## config.mk

```make
export PLATFORM = sky130hd
export DESIGN_NAME = bus_arbiter_rr
export DESIGN_NICKNAME = d
export VERILOG_FILES = /design/src/rtl/bus_pkg.sv /design/src/rtl/bus_rr_arbiter.sv /design/src/rtl/bus_arbiter_rr.sv
export SDC_FILE = /design/constraint.sdc
export NUM_CORES = 1
export LEC_CHECK = 0
export CAP_MARGIN = 10
export CELL_PAD_IN_SITES_DETAIL_PLACEMENT = 1
export CELL_PAD_IN_SITES_GLOBAL_PLACEMENT = 2
export CORE_AREA = 2 2 265 267
export DETAILED_ROUTE_END_ITERATION = 7
export DIE_AREA = 0 0 267 269
export PLACE_DENSITY = 0.6
export SYNTH_ARGS = -nofsm -noshare
export SYNTH_HDL_FRONTEND = slang
export SYNTH_HIERARCHICAL = 1
export SYNTH_SLANG_ARGS = --single-unit
export TNS_END_PERCENT = 30
```

## constraint.sdc

```tcl
create_clock -name clk -period 5.65 [get_ports clk]
set_input_delay 0.8475 -clock clk [delete_from_list [all_inputs] [get_ports clk]]
set_output_delay 0.8475 -clock clk [all_outputs]
set_load 0.01 [all_outputs]
```

## src/rtl/bus_pkg.sv

```systemverilog
// bus_pkg: shared types and helpers for the shared-bus arbiter.
//   bus_state_t : transaction FSM states (IDLE/GRANT/ACTIVE/FINISH)
//   fault_t     : fault reason codes reported on fault_reason
//   ARB_FIXED / ARB_RR : arbitration mode selectors
//   lsb_index   : index of the lowest set bit of a vector of up to 32 bits
package bus_pkg;

    typedef enum logic [1:0] {
        ST_IDLE   = 2'd0,
        ST_GRANT  = 2'd1,
        ST_ACTIVE = 2'd2,
        ST_FINISH = 2'd3
    } bus_state_t;

    typedef enum logic [2:0] {
        FAULT_NONE          = 3'd0,
        FAULT_NO_SLAVE      = 3'd1,
        FAULT_CHANGED_SLAVE = 3'd2,
        FAULT_WITHDRAWN     = 3'd3,
        FAULT_TIMEOUT       = 3'd4
    } fault_t;

    localparam int ARB_FIXED = 0;
    localparam int ARB_RR    = 1;

    // Width of the vector lsb_index works on; callers zero-extend into it,
    // which bounds NUM_SLAVES to 32.
    localparam int LSB_W = 32;

    // Lowest set bit wins; returns 0 for an all-zero vector.
    function automatic logic [4:0] lsb_index(input logic [LSB_W-1:0] v);
        logic [4:0] idx;
        idx = 5'd0;
        for (int i = LSB_W - 1; i >= 0; i--) begin
            if (v[i]) idx = 5'(i);
        end
        return idx;
    endfunction

endpackage

```

## src/rtl/bus_rr_arbiter.sv

```systemverilog
// bus_rr_arbiter: winner select for NUM_MASTERS requesters.
//   ARB_MODE = ARB_FIXED : lowest requesting index wins.
//   ARB_MODE = ARB_RR    : search starts one above rr_ptr and wraps;
//                          rr_ptr takes the winner whenever advance is high.
// Ports:
//   clk, reset : clock, synchronous active-high reset (rr_ptr -> NUM_MASTERS-1)
//   req        : per-master request (any op)
//   advance    : a grant is being issued this cycle
//   any_req    : at least one request present
//   winner     : index of the selected master (valid when any_req)
module bus_rr_arbiter import bus_pkg::*; #(
    parameter int NUM_MASTERS = 4,
    parameter int ARB_MODE    = ARB_FIXED
) (
    input  logic                           clk,
    input  logic                           reset,
    input  logic [NUM_MASTERS-1:0]         req,
    input  logic                           advance,
    output logic                           any_req,
    output logic [$clog2(NUM_MASTERS)-1:0] winner
);

    localparam int MW = $clog2(NUM_MASTERS);

    logic [MW-1:0] rr_ptr;
    int            cand;

    always_comb begin
        winner  = '0;
        any_req = 1'b0;
        cand    = 0;
        for (int i = 1; i <= NUM_MASTERS; i++) begin
            if (ARB_MODE == ARB_RR) cand = (int'(rr_ptr) + i) % NUM_MASTERS;
            else                    cand = i - 1;
            if (!any_req && req[MW'(cand)]) begin
                any_req = 1'b1;
                winner  = MW'(cand);
            end
        end
    end

    always_ff @(posedge clk) begin
        if (reset) begin
            rr_ptr <= MW'(NUM_MASTERS - 1);
        end else if (advance && (ARB_MODE == ARB_RR)) begin
            rr_ptr <= winner;
        end
    end

endmodule

```

## src/rtl/bus_arbiter_rr.sv

```systemverilog
// bus_arbiter_rr: shared-bus controller, NUM_MASTERS masters onto one bus of
// NUM_SLAVES ack-decoded slaves. Address/write data are latched at grant,
// one timer bounds the whole transaction, and faults record reason, address
// and master.
// Ports:
//   clk, reset                   : clock, synchronous active-high reset
//   master_addr/wdata            : per-master address / write data (packed slices)
//   master_rreq/wreq             : per-master read / write requests
//   master_acc                   : one-hot grant
//   master_rdata, master_busy    : read data from locked slave, transfer pending
//   slave_addr/wdata             : latched address / write data
//   slave_rreq/wreq              : read / write strobes
//   slave_rdata/ack/busy         : per-slave read data, address claim, busy
//   fault, fault_reason,
//   fault_addr, fault_master     : one-cycle pulse plus held fault record
module bus_arbiter_rr import bus_pkg::*; #(
    parameter int NUM_MASTERS = 4,
    parameter int NUM_SLAVES  = 8,
    parameter int ADDR_W      = 32,
    parameter int DATA_W      = 32,
    parameter int ARB_MODE    = ARB_FIXED,
    parameter int TIMEOUT     = 10000000
) (
    input  logic                           clk,
    input  logic                           reset,
    input  logic [NUM_MASTERS*ADDR_W-1:0]  master_addr,
    input  logic [NUM_MASTERS*DATA_W-1:0]  master_wdata,
    input  logic [NUM_MASTERS-1:0]         master_rreq,
    input  logic [NUM_MASTERS-1:0]         master_wreq,
    output logic [NUM_MASTERS-1:0]         master_acc,
    output logic [DATA_W-1:0]              master_rdata,
    output logic                           master_busy,
    output logic [ADDR_W-1:0]              slave_addr,
    output logic [DATA_W-1:0]              slave_wdata,
    output logic                           slave_rreq,
    output logic                           slave_wreq,
    input  logic [NUM_SLAVES*DATA_W-1:0]   slave_rdata,
    input  logic [NUM_SLAVES-1:0]          slave_ack,
    input  logic [NUM_SLAVES-1:0]          slave_busy,
    output logic                           fault,
    output logic [2:0]                     fault_reason,
    output logic [ADDR_W-1:0]              fault_addr,
    output logic [$clog2(NUM_MASTERS)-1:0] fault_master
);

    localparam int MW = $clog2(NUM_MASTERS);
    localparam int SW = (NUM_SLAVES > 1) ? $clog2(NUM_SLAVES) : 1;
    localparam int TW = $clog2(TIMEOUT);

    bus_state_t       state;
    logic [MW-1:0]    win_idx;
    logic             win_is_write;
    logic [ADDR_W-1:0] addr_q;
    logic [DATA_W-1:0] wdata_q;
    logic [SW-1:0]    slave_sel;
    logic             sel_locked;
    logic [TW-1:0]    timer;

    logic             arb_any;
    logic [MW-1:0]    arb_winner;
    logic             arb_advance;
    logic [LSB_W-1:0] ack_ext;
    logic [SW-1:0]    ack_low;
    logic             ack_any;
    logic             op_req;
    logic             timed_out;
    logic             raise;
    fault_t           raise_code;

    assign arb_advance = (state == ST_IDLE) && arb_any;

    bus_rr_arbiter #(
        .NUM_MASTERS (NUM_MASTERS),
        .ARB_MODE    (ARB_MODE)
    ) u_arb (
        .clk     (clk),
        .reset   (reset),
        .req     (master_rreq | master_wreq),
        .advance (arb_advance),
        .any_req (arb_any),
        .winner  (arb_winner)
    );

    always_comb begin
        ack_ext                 = '0;
        ack_ext[NUM_SLAVES-1:0] = slave_ack;
    end

    assign ack_low   = SW'(lsb_index(ack_ext));
    assign ack_any   = |slave_ack;
    // The op latched at grant is the one that must stay requested.
    assign op_req    = win_is_write ? master_wreq[win_idx] : master_rreq[win_idx];
    assign timed_out = (timer == TW'(TIMEOUT - 1));

    // Fault detection; takes precedence over any completion in the same cycle.
    always_comb begin
        raise      = 1'b0;
        raise_code = FAULT_NONE;
        case (state)
            ST_GRANT: begin
                if (!op_req) begin
                    raise      = 1'b1;
                    raise_code = FAULT_WITHDRAWN;
                end
            end
            ST_ACTIVE: begin
                if (!ack_any) begin
                    raise      = 1'b1;
                    raise_code = FAULT_NO_SLAVE;
                end else if (sel_locked && (ack_low != slave_sel)) begin
                    raise      = 1'b1;
                    raise_code = FAULT_CHANGED_SLAVE;
                end else if (timed_out) begin
                    raise      = 1'b1;
                    raise_code = FAULT_TIMEOUT;
                end
            end
            ST_FINISH: begin
                if (timed_out) begin
                    raise      = 1'b1;
                    raise_code = FAULT_TIMEOUT;
                end
            end
            default: ;
        endcase
    end

    always_comb begin
        case (state)
            ST_GRANT:  master_busy = 1'b1;
            ST_ACTIVE: master_busy = !sel_locked || slave_busy[slave_sel];
            ST_FINISH: master_busy = slave_busy[slave_sel];
            default:   master_busy = 1'b0;
        endcase
    end

    assign master_rdata = sel_locked ? slave_rdata[slave_sel*DATA_W +: DATA_W] : '0;
    assign slave_addr   = addr_q;
    assign slave_wdata  = wdata_q;

    always_ff @(posedge clk) begin
        if (reset) begin
            state        <= ST_IDLE;
            win_idx      <= '0;
            win_is_write <= 1'b0;
            addr_q       <= '0;
            wdata_q      <= '0;
            slave_sel    <= '0;
            sel_locked   <= 1'b0;
            timer        <= '0;
            master_acc   <= '0;
            slave_rreq   <= 1'b0;
            slave_wreq   <= 1'b0;
            fault        <= 1'b0;
            fault_reason <= 3'd0;
            fault_addr   <= '0;
            fault_master <= '0;
        end else begin
            fault <= 1'b0;
            if (raise) begin
                fault        <= 1'b1;
                fault_reason <= raise_code;
                fault_addr   <= addr_q;
                fault_master <= win_idx;
                master_acc   <= '0;
                slave_rreq   <= 1'b0;
                slave_wreq   <= 1'b0;
                sel_locked   <= 1'b0;
                state        <= ST_IDLE;
            end else begin
                case (state)
                    ST_IDLE: begin
                        if (arb_any) begin
                            win_idx      <= arb_winner;
                            // Read wins when a master asserts both requests.
                            win_is_write <= !master_rreq[arb_winner];
                            addr_q       <= master_addr[arb_winner*ADDR_W +: ADDR_W];
                            wdata_q      <= master_wdata[arb_winner*DATA_W +: DATA_W];
                            master_acc   <= NUM_MASTERS'(1) << arb_winner;
                            state        <= ST_GRANT;
                        end
                    end
                    ST_GRANT: begin
                        slave_rreq <= !win_is_write;
                        slave_wreq <= win_is_write;
                        timer      <= '0;
                        state      <= ST_ACTIVE;
                    end
                    ST_ACTIVE: begin
                        timer      <= timer + TW'(1);
                        slave_sel  <= ack_low;
                        sel_locked <= 1'b1;
                        if (!op_req) begin
                            slave_rreq <= 1'b0;
                            slave_wreq <= 1'b0;
                            master_acc <= '0;
                            if (slave_busy[ack_low]) begin
                                state <= ST_FINISH;
                            end else begin
                                sel_locked <= 1'b0;
                                state      <= ST_IDLE;
                            end
                        end
                    end
                    ST_FINISH: begin
                        timer <= timer + TW'(1);
                        if (!slave_busy[slave_sel]) begin
                            sel_locked <= 1'b0;
                            state      <= ST_IDLE;
                        end
                    end
                    default: state <= ST_IDLE;
                endcase
            end
        end
    end

endmodule

```

==> flow_summary.toml <==
[power]
finalPower_mw = 4.30
powerDensity_nw_per_um2 = 241
leakagePower_nw = 6.16
largest_voltage_drop_on_the_vdd_net_mv = 0.233

[grt]
antenna_found_initial = 1
first_global_vias = 11100
overflow = 0
wire_length_of_the_first_global_routing_pass_um = 73800
grt_start_max_net_pins = 80
global_route.usage.total_pct = 14.1

[floorplanning]
initial_core_util_pct = 13.7
core_um2 = 69300
core_rows = 97
total_die_area_um2 = 71800
die_h_um = 269
ios = 679
die_w_um = 267

[setup_path]
cp-end-kind = "output pin"
crit_path_max_incr_delay_ps = 630
worst-r2r-setup-slack_ps = 2690
reg2reg_to = "timer[18]"
crit_path_start_kind = "register"
cpLargestDelayFamily = "buffers and inverters"
r2r.worst_path.cells = 6
crit_path_max_fanout = 46
critical_path.n_buffers_inverters = 2
arrival_ps = 3120
crit_path_cell_trace = "buf_4 -> mux4_2 -> mux2i_1 -> nor2b_1 -> clkdlybuf4s50_1"
reg2reg_from = "win_idx[1]"
critical-path-slowest-cell = "sky130_fd_sc_hd__clkdlybuf4s50_1"
crit_required_ps = 4800
timing.setup.critical_path_class = "reg2out"

[sta]
min_period_over_period_pct = 70.2
finalMaxSlewViolations = 0
setup_viol_count_final = 0
maxClockFrequency_ghz = 0.252
hold_viol_final = 0
rsz_0062_raised_after_global_routing = "false"
post_route_skew_ps = 16.5
finalCriticalPeriod_ps = 3970
tns_ps = 0
worst_slew_margin_rel_pct = 38.1
timing_worst_slew_pin_value_ps = 929

[drt]
drt_first_iter_violations = 362
first_pass_iters = 4
route.detailed.vias_per_inst = 4.03
routed_wire_length_per_instance_um = 20.9
via_count = 10100
remaining_drc_errors = 0
routed_wl_um = 52400
antenna_left = 0

[clock_tree]
cts_htree_levels = 4
cts.repair_timing.setup_buffer_count = 0
numClockSinks = 141
path_clk_slew_ps = 60
cts_tree = "yes"
cts-buffers-inserted = 17
clk-insertion-delay-late_ps = 480
ctsHoldBuffers = 0
root_buffer_master = "sky130_fd_sc_hd__clkbuf_16"
cts_resized = 0
max-clock-path-buffers = 2

[outcome]
status = "finished, final reports clean"

[layout]
combined_area_of_the_multi_input_logic_cells_um2 = 6340
final.fill_count = 7909
drive_gt1_share_pct = 13.0
area_grow_syn2layout_pct = 87.9
num-nets-final = 2093
area_taken_by_flip_flops_and_latches_um2 = 2830

[min_path]
hold_path.startpoint = "slave_wdata[6]"
timing.hold.worst_path_depth = 2
timing.hold.worst.class = "reg2reg"
hold_end = "slave_wdata[6]"

[yosys]
postSynthAreaPerCell_um2 = 10.3
synth-warning-count = 6
post_synth_inst_count = 927
mapped_area_um2 = 9510
syn_nets = 1466

[place]
finalWeightedCongestion = 0.774
io_buffer_count = 678
place_hpwl_um = 43100

[job]
number_of_max_capacitance_violations_reported = 0
[area by class of cell]
class                           count  share of cell area [%]
Timing Repair Buffer              690                    38.5
Clock inverter                      9                   0.735
Multi-Input combinational cell    699                    35.5
Antenna cell                        1                  0.0140
Inverter                            5                   0.105
Tap cell                          940                    6.58
Clock buffer                       22                    2.72
Sequential cell                   141                    15.8
[worst register-to-register path, stage by stage (launching register included)]
cell and delay [ps]:
sky130_fd_sc_hd__dfxtp_1 430, sky130_fd_sc_hd__mux4_1 640, sky130_fd_sc_hd__mux2i_4 470, sky130_fd_sc_hd__nor2_1 250
sky130_fd_sc_hd__nor2_2 680, sky130_fd_sc_hd__o311ai_0 280, sky130_fd_sc_hd__o41ai_1 110
[cells in the final DEF (no fill, tap or decap), types with 5 or more instances in the layout]
cell and instances:
sky130_fd_sc_hd__nor2_1 68, sky130_fd_sc_hd__mux4_2 131, sky130_fd_sc_hd__a21oi_1 84, sky130_fd_sc_hd__o21ai_0 9, sky130_fd_sc_hd__nand2_1 169, sky130_fd_sc_hd__nand4_1 10
sky130_fd_sc_hd__buf_4 12, sky130_fd_sc_hd__or3_1 9, sky130_fd_sc_hd__or4_1 6, sky130_fd_sc_hd__nor3_1 6, sky130_fd_sc_hd__mux2i_1 78, sky130_fd_sc_hd__and3_1 5
sky130_fd_sc_hd__nor2b_1 38, sky130_fd_sc_hd__dfxtp_1 138, sky130_fd_sc_hd__clkbuf_16 18, sky130_fd_sc_hd__nand3_1 9, sky130_fd_sc_hd__clkdlybuf4s50_1 677
[power by group]
| part | internal, mW | switching, mW |
|---|---|---|
| combinational | 0.958 | 0.858 |
| clock | 0.741 | 0.481 |
| sequential | 1.14 | 0.128 |
| total | 2.84 | 1.47 |
[metrics by stage]
stage               hold WS (ps)  instances  util (%)  instance area (µm²)  worst slack (ps)
floorplan                    442        927         -                 9510              2800
CTS                          458       2506      25.8                17900              1570
finish                       456       2507      25.8                17900              1680
detailed placement           448       2475      24.9                17300              1570
global placement             443       2475      24.9                17300              1550
global route                 482       2507      25.8                17900              1490
[sequential cells by signal, summed over array words and instances (netlist names), 2 cells and up]
| name | flops |
|---|---|
| fault_addr | 32 |
| slave_addr | 32 |
| slave_wdata | 32 |
| timer | 24 |
| master_acc | 4 |
| fault_reason | 3 |
| slave_sel | 3 |
| fault_master | 2 |
| state | 2 |
| win_idx | 2 |
[worst max-delay path by stage]
stage	start	slack, ps	endpoint	cells after the start
5_1_grt	slave_busy[7]	1490	master_busy	7
6_report	slave_sel[1]	1680	master_rdata[11]	5
3_3_place_gp	slave_busy[7]	1550	master_busy	7
2_1_floorplan	slave_sel[0]	2800	master_rdata[10]	6
3_5_place_dp	slave_ack[2]	1570	fault_addr[30]	9
4_1_cts	slave_busy[7]	1570	master_busy	7
[layer usage]
layer	global-route usage [%]	wire [µm]	up-vias
met3	5.06	4560	32
met1	15.0	19700	4897
met4	4.37	875	0
met2	25.9	27200	446
li1	-	-	4725
met5	0	0	-
Note: power is estimated with default switching activity, not from simulation.
